[src/rtl/ifetch_unit_pkg.sv]
// Shared definitions for the instruction fetch unit: FSM encoding, buffer entry
// layout and address constants.
package ifetch_unit_pkg;

   localparam int unsigned INSTR_BYTES      = 4;
   localparam logic [31:0] RESET_PC_DEFAULT = 32'h0000_0000;

   typedef enum logic [1:0] {
      ST_IDLE  = 2'd0,
      ST_WAIT  = 2'd1,
      ST_FLUSH = 2'd2
   } fetch_state_e;

   typedef struct packed {
      logic [31:0] pc;
      logic [31:0] data;
   } fetch_entry_t;

   function automatic logic [31:0] align_pc(input logic [31:0] pc);
      return pc & ~32'(INSTR_BYTES - 1);
   endfunction

endpackage

[src/rtl/ifetch_fifo.sv]
// In-order instruction buffer with single-cycle flush; the head entry reads as
// zero whenever the buffer is empty.
module ifetch_fifo #(
   parameter  int DEPTH = 2,
   parameter  int WIDTH = 64,
   localparam int AW    = $clog2(DEPTH),
   localparam int CW    = AW + 1
) (
   input  logic             clk,
   input  logic             rst_n,
   input  logic             push_i,
   input  logic             pop_i,
   input  logic             flush_i,
   input  logic [WIDTH-1:0] wdata_i,
   output logic [WIDTH-1:0] rdata_o,
   output logic             full_o,
   output logic             almost_full_o,
   output logic             empty_o,
   output logic [CW-1:0]    count_o
);

   if (DEPTH != 2 && DEPTH != 4) begin : g_bad_depth
      $error("ifetch_fifo: DEPTH must be 2 or 4");
   end

   logic [WIDTH-1:0] mem_q [DEPTH];
   logic [AW-1:0]    wr_ptr_q, rd_ptr_q;
   logic [CW-1:0]    count_q;

   // NOTE: sequential state uses non-blocking assignments so every register
   // samples the pre-edge values of its neighbours.
   always_ff @(posedge clk or negedge rst_n) begin
      if (!rst_n) begin
         wr_ptr_q <= '0;
         rd_ptr_q <= '0;
         count_q  <= '0;
      end else if (flush_i) begin
         wr_ptr_q <= '0;
         rd_ptr_q <= '0;
         count_q  <= '0;
      end else begin
         if (push_i) wr_ptr_q <= wr_ptr_q + 1'b1;
         if (pop_i)  rd_ptr_q <= rd_ptr_q + 1'b1;
         count_q <= count_q + CW'(push_i) - CW'(pop_i);
      end
   end

   // NOTE: the storage array is not reset; the empty flag masks stale contents,
   // which keeps reset fan-out off the data path.
   always_ff @(posedge clk) begin
      if (push_i && !flush_i) mem_q[wr_ptr_q] <= wdata_i;
   end

   assign full_o        = (count_q == CW'(DEPTH));
   assign almost_full_o = (count_q == CW'(DEPTH - 1));
   assign empty_o       = (count_q == '0);
   assign count_o       = count_q;
   assign rdata_o       = empty_o ? '0 : mem_q[rd_ptr_q];

endmodule

[src/rtl/ifetch_unit.sv]
// Instruction fetch unit: one-outstanding-request fetch FSM feeding an in-order
// instruction buffer, with redirect flush and discard of in-flight data.
module ifetch_unit
   import ifetch_unit_pkg::*;
#(
   parameter logic [31:0] RESET_PC  = RESET_PC_DEFAULT,
   parameter int          BUF_DEPTH = 2
) (
   input  logic        clk,
   input  logic        rst_n,
   output logic        imem_req,
   output logic [31:0] imem_addr,
   input  logic        imem_ack,
   input  logic [31:0] imem_rdata,
   input  logic        redirect_valid,
   input  logic [31:0] redirect_pc,
   output logic        inst_valid,
   input  logic        inst_ready,
   output logic [31:0] inst_data,
   output logic [31:0] inst_pc
);

   localparam int CW = $clog2(BUF_DEPTH) + 1;

   fetch_state_e  state_q;
   logic [31:0]   fetch_pc_q, addr_q, next_pc, redir_pc;
   logic          req_q, push, pop, slot_free;
   logic          fifo_full, fifo_afull, fifo_empty;
   logic [CW-1:0] fifo_count;
   fetch_entry_t  push_entry, head_entry;

   assign redir_pc   = align_pc(redirect_pc);
   assign next_pc    = fetch_pc_q + 32'(INSTR_BYTES);
   assign pop        = inst_valid && inst_ready;
   assign push       = (state_q == ST_WAIT) && imem_ack && !redirect_valid;
   assign push_entry = '{pc: fetch_pc_q, data: imem_rdata};

   // Is there room for one more entry after this cycle's push/pop settle?
   // NOTE: always_comb assigns a default first so no path can infer a latch.
   always_comb begin
      slot_free = 1'b0;
      if (pop)       slot_free = !(push && fifo_full);
      else if (push) slot_free = !fifo_afull && !fifo_full;
      else           slot_free = !fifo_full;
   end

   always_ff @(posedge clk or negedge rst_n) begin
      if (!rst_n) begin
         state_q    <= ST_IDLE;
         fetch_pc_q <= RESET_PC;
         req_q      <= 1'b0;
         addr_q     <= '0;
      end else begin
         case (state_q)
            ST_IDLE: begin
               if (redirect_valid) begin
                  fetch_pc_q <= redir_pc;
               end else if (slot_free) begin
                  state_q <= ST_WAIT;
                  req_q   <= 1'b1;
                  addr_q  <= fetch_pc_q;
               end
            end
            ST_WAIT: begin
               if (imem_ack && redirect_valid) begin
                  fetch_pc_q <= redir_pc;
                  addr_q     <= redir_pc;
               end else if (imem_ack) begin
                  fetch_pc_q <= next_pc;
                  if (slot_free) begin
                     addr_q <= next_pc;
                  end else begin
                     state_q <= ST_IDLE;
                     req_q   <= 1'b0;
                  end
               end else if (redirect_valid) begin
                  fetch_pc_q <= redir_pc;
                  state_q    <= ST_FLUSH;
               end
            end
            ST_FLUSH: begin
               // The buffer was flushed on entry, so the new request always has a slot.
               if (redirect_valid) fetch_pc_q <= redir_pc;
               if (imem_ack) begin
                  state_q <= ST_WAIT;
                  addr_q  <= redirect_valid ? redir_pc : fetch_pc_q;
               end
            end
            default: begin
               state_q <= ST_IDLE;
               req_q   <= 1'b0;
            end
         endcase
      end
   end

   ifetch_fifo #(
      .DEPTH (BUF_DEPTH),
      .WIDTH (64)
   ) u_fifo (
      .clk           (clk),
      .rst_n         (rst_n),
      .push_i        (push),
      .pop_i         (pop),
      .flush_i       (redirect_valid),
      .wdata_i       (push_entry),
      .rdata_o       (head_entry),
      .full_o        (fifo_full),
      .almost_full_o (fifo_afull),
      .empty_o       (fifo_empty),
      .count_o       (fifo_count)
   );

   assign imem_req   = req_q;
   assign imem_addr  = addr_q;
   assign inst_valid = !fifo_empty;
   assign inst_data  = head_entry.data;
   assign inst_pc    = head_entry.pc;

   assert property (@(posedge clk) disable iff (!rst_n) fifo_count <= CW'(BUF_DEPTH));
   assert property (@(posedge clk) disable iff (!rst_n) !(push && fifo_full && !pop));

endmodule

[config.mk]
export PLATFORM = sky130hd
export DESIGN_NAME = ifetch_unit
export DESIGN_NICKNAME = d
export VERILOG_FILES = /design/src/rtl/ifetch_unit_pkg.sv /design/src/rtl/ifetch_fifo.sv /design/src/rtl/ifetch_unit.sv
export SDC_FILE = /design/constraint.sdc
export NUM_CORES = 1
export LEC_CHECK = 0
export BUFFER_PORTS_ARGS = -buffer_cell sky130_fd_sc_hd__clkbuf_2
export CORE_MARGIN = 3
export CORE_UTILIZATION = 52
export DETAILED_ROUTE_END_ITERATION = 10
export PLACE_DENSITY = 0.77
export SLEW_MARGIN = 20
export SYNTH_ARGS = -nofsm -noshare
export SYNTH_HDL_FRONTEND = slang
export SYNTH_HIERARCHICAL = 1
export SYNTH_SLANG_ARGS = --single-unit
[constraint.sdc]
create_clock -name clk -period 6.15 [get_ports clk]
set_clock_uncertainty 0.05 [all_clocks]
set_input_delay 0.3075 -clock clk [delete_from_list [all_inputs] [get_ports clk]]
set_output_delay 0.3075 -clock clk [all_outputs]
set_load 0.005 [all_outputs]
== Word-level counts from Yosys, hierarchy flattened ==
Memory sizes are Yosys's and may differ from the RTL's.
Index checks and enable logic that the tools add are counted.

* Bitwise operators: 1
* Reductions and logical operators: 22
* Mux-type cells: 35
* $add $sub $neg: 5
* Eq/ne operators: 14

{| class="wikitable"
|+ Operators with widths
! kind !! count
|-
| 32-bit two-way mux || 9
|-
| 32-bit case mux with 3 select lines || 1
|-
| 64-bit two-way mux || 1
|-
| 32-bit case mux with 2 select lines || 1
|-
| 32-bit by 3-bit adder with 32-bit output, second input constant || 1
|-
| 6-bit AND reduction || 3
|-
| 2-bit two-way mux || 8
|-
| 1-bit two-way mux || 13
|-
| 2-bit inequality test, second input constant || 6
|-
| 1-bit logical AND || 7
|-
| 3-bit by 2-bit inequality test with 1-bit output, second input constant || 2
|-
| 3-bit inequality test, second input constant || 2
|-
| 2-bit case mux with 3 select lines || 1
|-
| 2-bit nonzero test || 3
|-
| 1-bit logical NOT || 5
|-
| 2-bit by 1-bit equality test with 1-bit output, second input constant || 2
|-
| 2-bit equality test, second input constant || 2
|-
| 2-bit logical NOT || 2
|-
| 1-bit case mux with 3 select lines || 1
|-
| 3-bit nonzero test || 1
|-
| 1-bit adder, second input constant || 2
|-
| 2-bit by 1-bit adder with 2-bit output || 1
|-
| 2-bit OR reduction || 1
|-
| 2-bit by 1-bit subtractor with 2-bit output || 1
|-
| 1-bit inverter || 1
|}

* Bits of input ports: 69
* Flip-flop bits (word level): 71
* Memory bits (writable): 128
* Output and inout port bits: 98
* Memories: 1
* Word-level logic and storage cells: 85

{| class="wikitable"
|+ Memories
! name !! depth !! width !! read ports !! clocked after memory_dff !! write ports !! line !! text
|-
| u_fifo.mem_q || 2 || 64 || 1 || 0 || 1 || ifetch_fifo.sv:26 || <nowiki>logic [WIDTH-1:0] mem_q [DEPTH];</nowiki>
|}

== Depth between registers and ports, before layout ==
* Word-level depth: 10
* Gate-level depth with buffers: 10
* Gate-level depth less buffers: 8

== Hierarchy ==
Netlist, hierarchy kept.

{| class="wikitable"
|+ By module, submodules not included
! module !! sequential area each (µm²) !! cells an instance !! area an instance (µm²) !! times used
|-
| ifetch_unit || 1,676.6 || 649 || 5,276.3 || 1
|-
| ifetch_fifo || 3,943.8 || 290 || 5,094.9 || 1
|}

== Least setup slack after synthesis ==
No wires, ideal clock.

* Path kind: reg-to-reg
* From: register state_q[1]
* To: memory u_fifo.mem_q[0][0], enable pin
* Arrival: 5,683 ps
* Library setup time: 579 ps
* Stages on the path, launching flop included: 5
* Path buffers: 0
* Required time: 5,521 ps
* Clock period less this slack: 6,312 ps
* Setup slack: -162 ps
* Cells stage by stage: dfrtp_1 -> inv_1 -> ha_1 -> and3b_1 -> nor3b_1

* Longest elaborated chain between the ends: 6

{| class="wikitable"
|+ Ends and longest elaborated chain
! item !! line !! text
|-
| start: declaration || ifetch_unit.sv:25 || <nowiki>fetch_state_e state_q;</nowiki>
|-
| start signal: assignment || ifetch_unit.sv:49 || <nowiki>state_q <= ST_IDLE;</nowiki>
|-
| start signal: assignment || ifetch_unit.sv:59 || <nowiki>state_q <= ST_WAIT;</nowiki>
|-
| start signal: assignment || ifetch_unit.sv:73 || <nowiki>state_q <= ST_IDLE;</nowiki>
|-
| 2-bit by 1-bit equality test with 1-bit output || ifetch_unit.sv:35 || <nowiki>assign push = (state_q == ST_WAIT) && imem_ack && !redirect_valid;</nowiki>
|-
| 1-bit logical AND (2 in series) || ifetch_unit.sv:35 ||
|-
| net push || ifetch_unit.sv:27 || <nowiki>logic req_q, push, pop, slot_free;</nowiki>
|-
| 1-bit logical AND || ifetch_fifo.sv:51 || <nowiki>if (push_i && !flush_i) mem_q[wr_ptr_q] <= wdata_i;</nowiki>
|-
| 1-bit two-way mux || ifetch_fifo.sv:51 ||
|-
| 1-bit two-way mux (implied by the code) || ifetch_fifo.sv:51 ||
|-
| end: declaration || ifetch_fifo.sv:26 ||
|}

The timed path passes the listed nets, and every way through them passes these cells.

== Final worst setup path ==
* From: register state_q[1]
* To: register addr_q[2] (netlist: imem_addr[2])

* Longest elaborated chain between the ends: 8
* Elaborated cells between the ends (all ways): 17
* Classes of those cells: eq/ne (7); mux (3); reduce/logical (7)

{| class="wikitable"
|+ Ends and longest elaborated chain
! item !! line !! text
|-
| 2-bit by 1-bit equality test with 1-bit output * || ifetch_unit.sv:35 ||
|-
| 1-bit logical AND * (2 in series) || ifetch_unit.sv:35 ||
|-
| net push || ifetch_unit.sv:27 ||
|-
| 1-bit logical AND || ifetch_unit.sv:42 || <nowiki>if (pop) slot_free = !(push && fifo_full);</nowiki>
|-
| 1-bit logical NOT || ifetch_unit.sv:42 ||
|-
| 1-bit two-way mux * || ifetch_unit.sv:42 ||
|-
| 3-bit by 2-bit inequality test with 1-bit output (no line) / 2-bit inequality test (equally long branches) || n/a ||
|-
| 6-bit AND reduction (no line) * || n/a ||
|-
| end signal: assignment || ifetch_unit.sv:61 || <nowiki>addr_q <= fetch_pc_q;</nowiki>
|-
| end signal: assignment || ifetch_unit.sv:67 || <nowiki>addr_q <= redir_pc;</nowiki>
|-
| end signal: assignment || ifetch_unit.sv:71 || <nowiki>addr_q <= next_pc;</nowiki>
|-
| end: declaration || ifetch_unit.sv:26 || <nowiki>logic [31:0] fetch_pc_q, addr_q, next_pc, redir_pc;</nowiki>
|}

Mark *: on every way through the listed nets, which the timed path passes. The rest lies on a longest branch.
A chain may end at the register's enable or synchronous reset.

==> flow_summary.yaml <==
setup_path:
  critPathCaptureType: "flop"
  worst-endpoint-required_ns: 6.43
  critPathKind: "flop to flop"
  cp-start-kind: "flop"
  cp_max_fo: 17
  cp_data_arrival_time_ns: 3.64
timing:
  finalSetupViolations: 0
  slew_violations: 0
  hold_viol: 0
  period_minus_slack_ns: 3.362
  fin_crit_sh_pct: 54.66
  max_freq_ghz: 0.2975
  slew_headroom_pct: 25.99
  rsz0062_at_grt: "no"
  setup-tns-final_ns: 0
  worst_pin_slew_ns: 1.104
synth:
  syn_area_per_cell_um2: 11.04
  mappedNetlistNets: 1016
  yosys_warnings: 6
  synth_area_um2: 10370
  synth_area_leaders: "edfxtp_1 (37%), dfrtp_1 (17%), mux2i_1 (7.1%)"
  synth_top_area_share_pct: 37.06
  synth_cell_types: 65
  seq_area_frac_synth_pct: 54.19
  ys_top_cells_by_count: "edfxtp_1 (128), nor2_1 (103), mux2i_1 (74), dfrtp_1 (71), clkbuf_1 (51)"
  synth-main-ff-cell: "edfxtp_1"
  synth_cells: 939
  synth_edf_count: 128
  async_reset_ff_share_pct: 35.68
  yosys.area.top_type: "edfxtp_1"
  yosys_register_bits: 199
  synth.most_common_cell: "edfxtp_1"
die:
  row_count: 51
  die_w_um: 147.2
  die_y_um: 147.2
  core_area_um2: 19530
  start_util_pct: 53.11
  pin_count: 167
  dieArea_um2: 21680
outcome:
  status: "finished, final reports clean"
grt:
  grt-ovfl-total: 0
  grt_antenna_before_repair: 0
  grt_max_degree: 72
  grt_pass1_vias: 7801
  grt_use_total_pct: 24.70
  grt_pass1_wl_mm: 42.65
clock_network:
  clk_pin_slew_ns: 0.08
  cts.repair.resized: 0
  cts_num_sinks: 199
  clkLatencyLatePin_ns: 0.44
  numCtsBuffers: 17
  htree_levels: 4
  cts_setup_buffers: 0
  root_buffer: "clkbuf_16"
  cts_buffer_depth: 2
  cts_tree: "yes"
  hold_buffers: 6
power:
  peakVddDrop_mv: 0.2457
  p_per_area_nw_per_um2: 435.7
  power.leakage_uw: 0.004531
drt:
  drc: 0
  drt-total-wl_mm: 27.21
  drt-pass1-iter-count: 6
  drtAntennaViolNets: 0
  vias: 8314
  vias_per_cell: 6.251
  drtIter0Drc: 840
  wl_per_cell_um: 20.46
cells_and_area:
  utilization_pct: 60.56
  fillers: 1621
  layout.nets: 1128
  layout-drive-gt1-share_pct: 21.99
  syn_to_final_growth_pct: 14.02
placed_design:
  place_hpwl_mm: 17.37
  portBuffers: 164
  gp_congestion: 0.9566
min_path:
  hold_path_class: "primary input to flop"
job:
  maxCapViolations: 0
[critical path, stage by stage, from the launching register on]
cell     delay [ns]
dfrtp_1        0.44
inv_1          0.10
ha_1           0.51
and3b_1        0.36
and3_1         0.27
or3_1          0.55
nand2_1        0.54
mux2_2         0.42
[per-stage QoR]
| stage | worst slack (ns) | power [µW] | area, µm² | hold slack [ns] | std cells |
|---|---|---|---|---|---|
| final | 2.788 | 5152 | 11830 | 0.01541 | 1330 |
| after global routing | 2.545 | 5433 | 11820 | 0.002470 | 1329 |
| after CTS | 2.844 | 5120 | 11800 | 0.003057 | 1328 |
| after detailed placement | 2.862 | 4040 | 11180 | 0.4251 | 1290 |
| after global placement | 2.846 | 3990 | 11180 | 0.4359 | 1290 |
| after floorplan | 2.134 | 3414 | 10380 | -0.03809 | 939 |
[per-layer routing]
layer	wire (µm)	GRT usage, %	vias to the layer above
met5	0	0	-
met4	622	8.667	0
met3	2784	6.909	62
met2	12490	38.04	461
met1	11320	33.94	3990
li1	-	-	3801
[state kept, by name (all words and copies together), names as in the netlist]
name             cells
fetch_pc_q          32
imem_addr           32
imem_req             1
state_q              2
u_fifo/count_o       2
u_fifo/mem_q       128
u_fifo/rd_ptr_q      1
u_fifo/wr_ptr_q      1
[area by class of cell]
class	count	area, µm²	area share [%]
multi-input combinational	635	4260	36.03
clock inverter	12	118.9	1.005
sequential	199	5624	47.56
timing repair buffer	182	991.0	8.380
inverter	16	60.06	0.5079
clock buffer	20	436.7	3.693
tap	265	331.6	2.804
antenna	1	2.502	0.02116
[power breakdown]
group / internal [µW] / leakage [µW] / total (µW) / switching, µW
clock: 566 / 0.000261 / 1080 / 509
sequential: 1680 / 0.00203 / 2010 / 334
combinational: 819 / 0.00224 / 2060 / 1240
total: 3070 / 0.00453 / 5150 / 2090
[worst paths after layout]
path / depth (start not counted) / to / from / slack, ns
worst max-delay path: 7 / imem_addr[2]$_DFFE_PN0P_ / state_q[1]$_DFFE_PN0P_ / 2.79
worst min-delay path: 1 / u_fifo/mem_q[0][19]$_DFFE_PP_ / imem_rdata[19] / 0.02
worst max register to register: 7 / imem_addr[2]$_DFFE_PN0P_ / state_q[1]$_DFFE_PN0P_ / 2.79
worst min register to register: 2 / imem_addr[0]$_DFFE_PN0P_ / imem_addr[0]$_DFFE_PN0P_ / 0.45
max in group asynchronous: 2 / u_fifo/rd_ptr_q$_DFFE_PN0P_ / rst_n / 5.27
min in group asynchronous: 2 / fetch_pc_q[18]$_DFFE_PN0N_ / rst_n / 0.04
[kinds of logic (layout without fill, tap and decap cells)]
| group | Yosys count | count (layout) | synth area share, % |
|---|---|---|---|
| multiplexers | 82 | 82 | 8.011 |
| other | 0 | 1 | 0 |
| AO/OA/AOI/OAI | 235 | 235 | 15.80 |
| XOR/XNOR | 11 | 11 | 1.062 |
| buffers and inverters | 105 | 230 | 5.151 |
| AND/OR/NAND/NOR | 299 | 299 | 14.81 |
| adder cells (fa/ha/maj) | 8 | 8 | 0.9652 |
| flip-flops | 199 | 199 | 54.19 |
[placed cells by master (no fill, tap or decap), types with 19 or more instances in the layout]
cell / n
o21ai_0: 40
a221o_1: 19
nor2_1: 100
clkbuf_2: 163
dfrtp_1: 70
a22oi_1: 20
nand3_1: 28
edfxtp_1: 128
a21oi_1: 47
mux2i_1: 74
nor3_1: 36
nand2_1: 36
No activity file was read; power rests on OpenSTA's default activity.
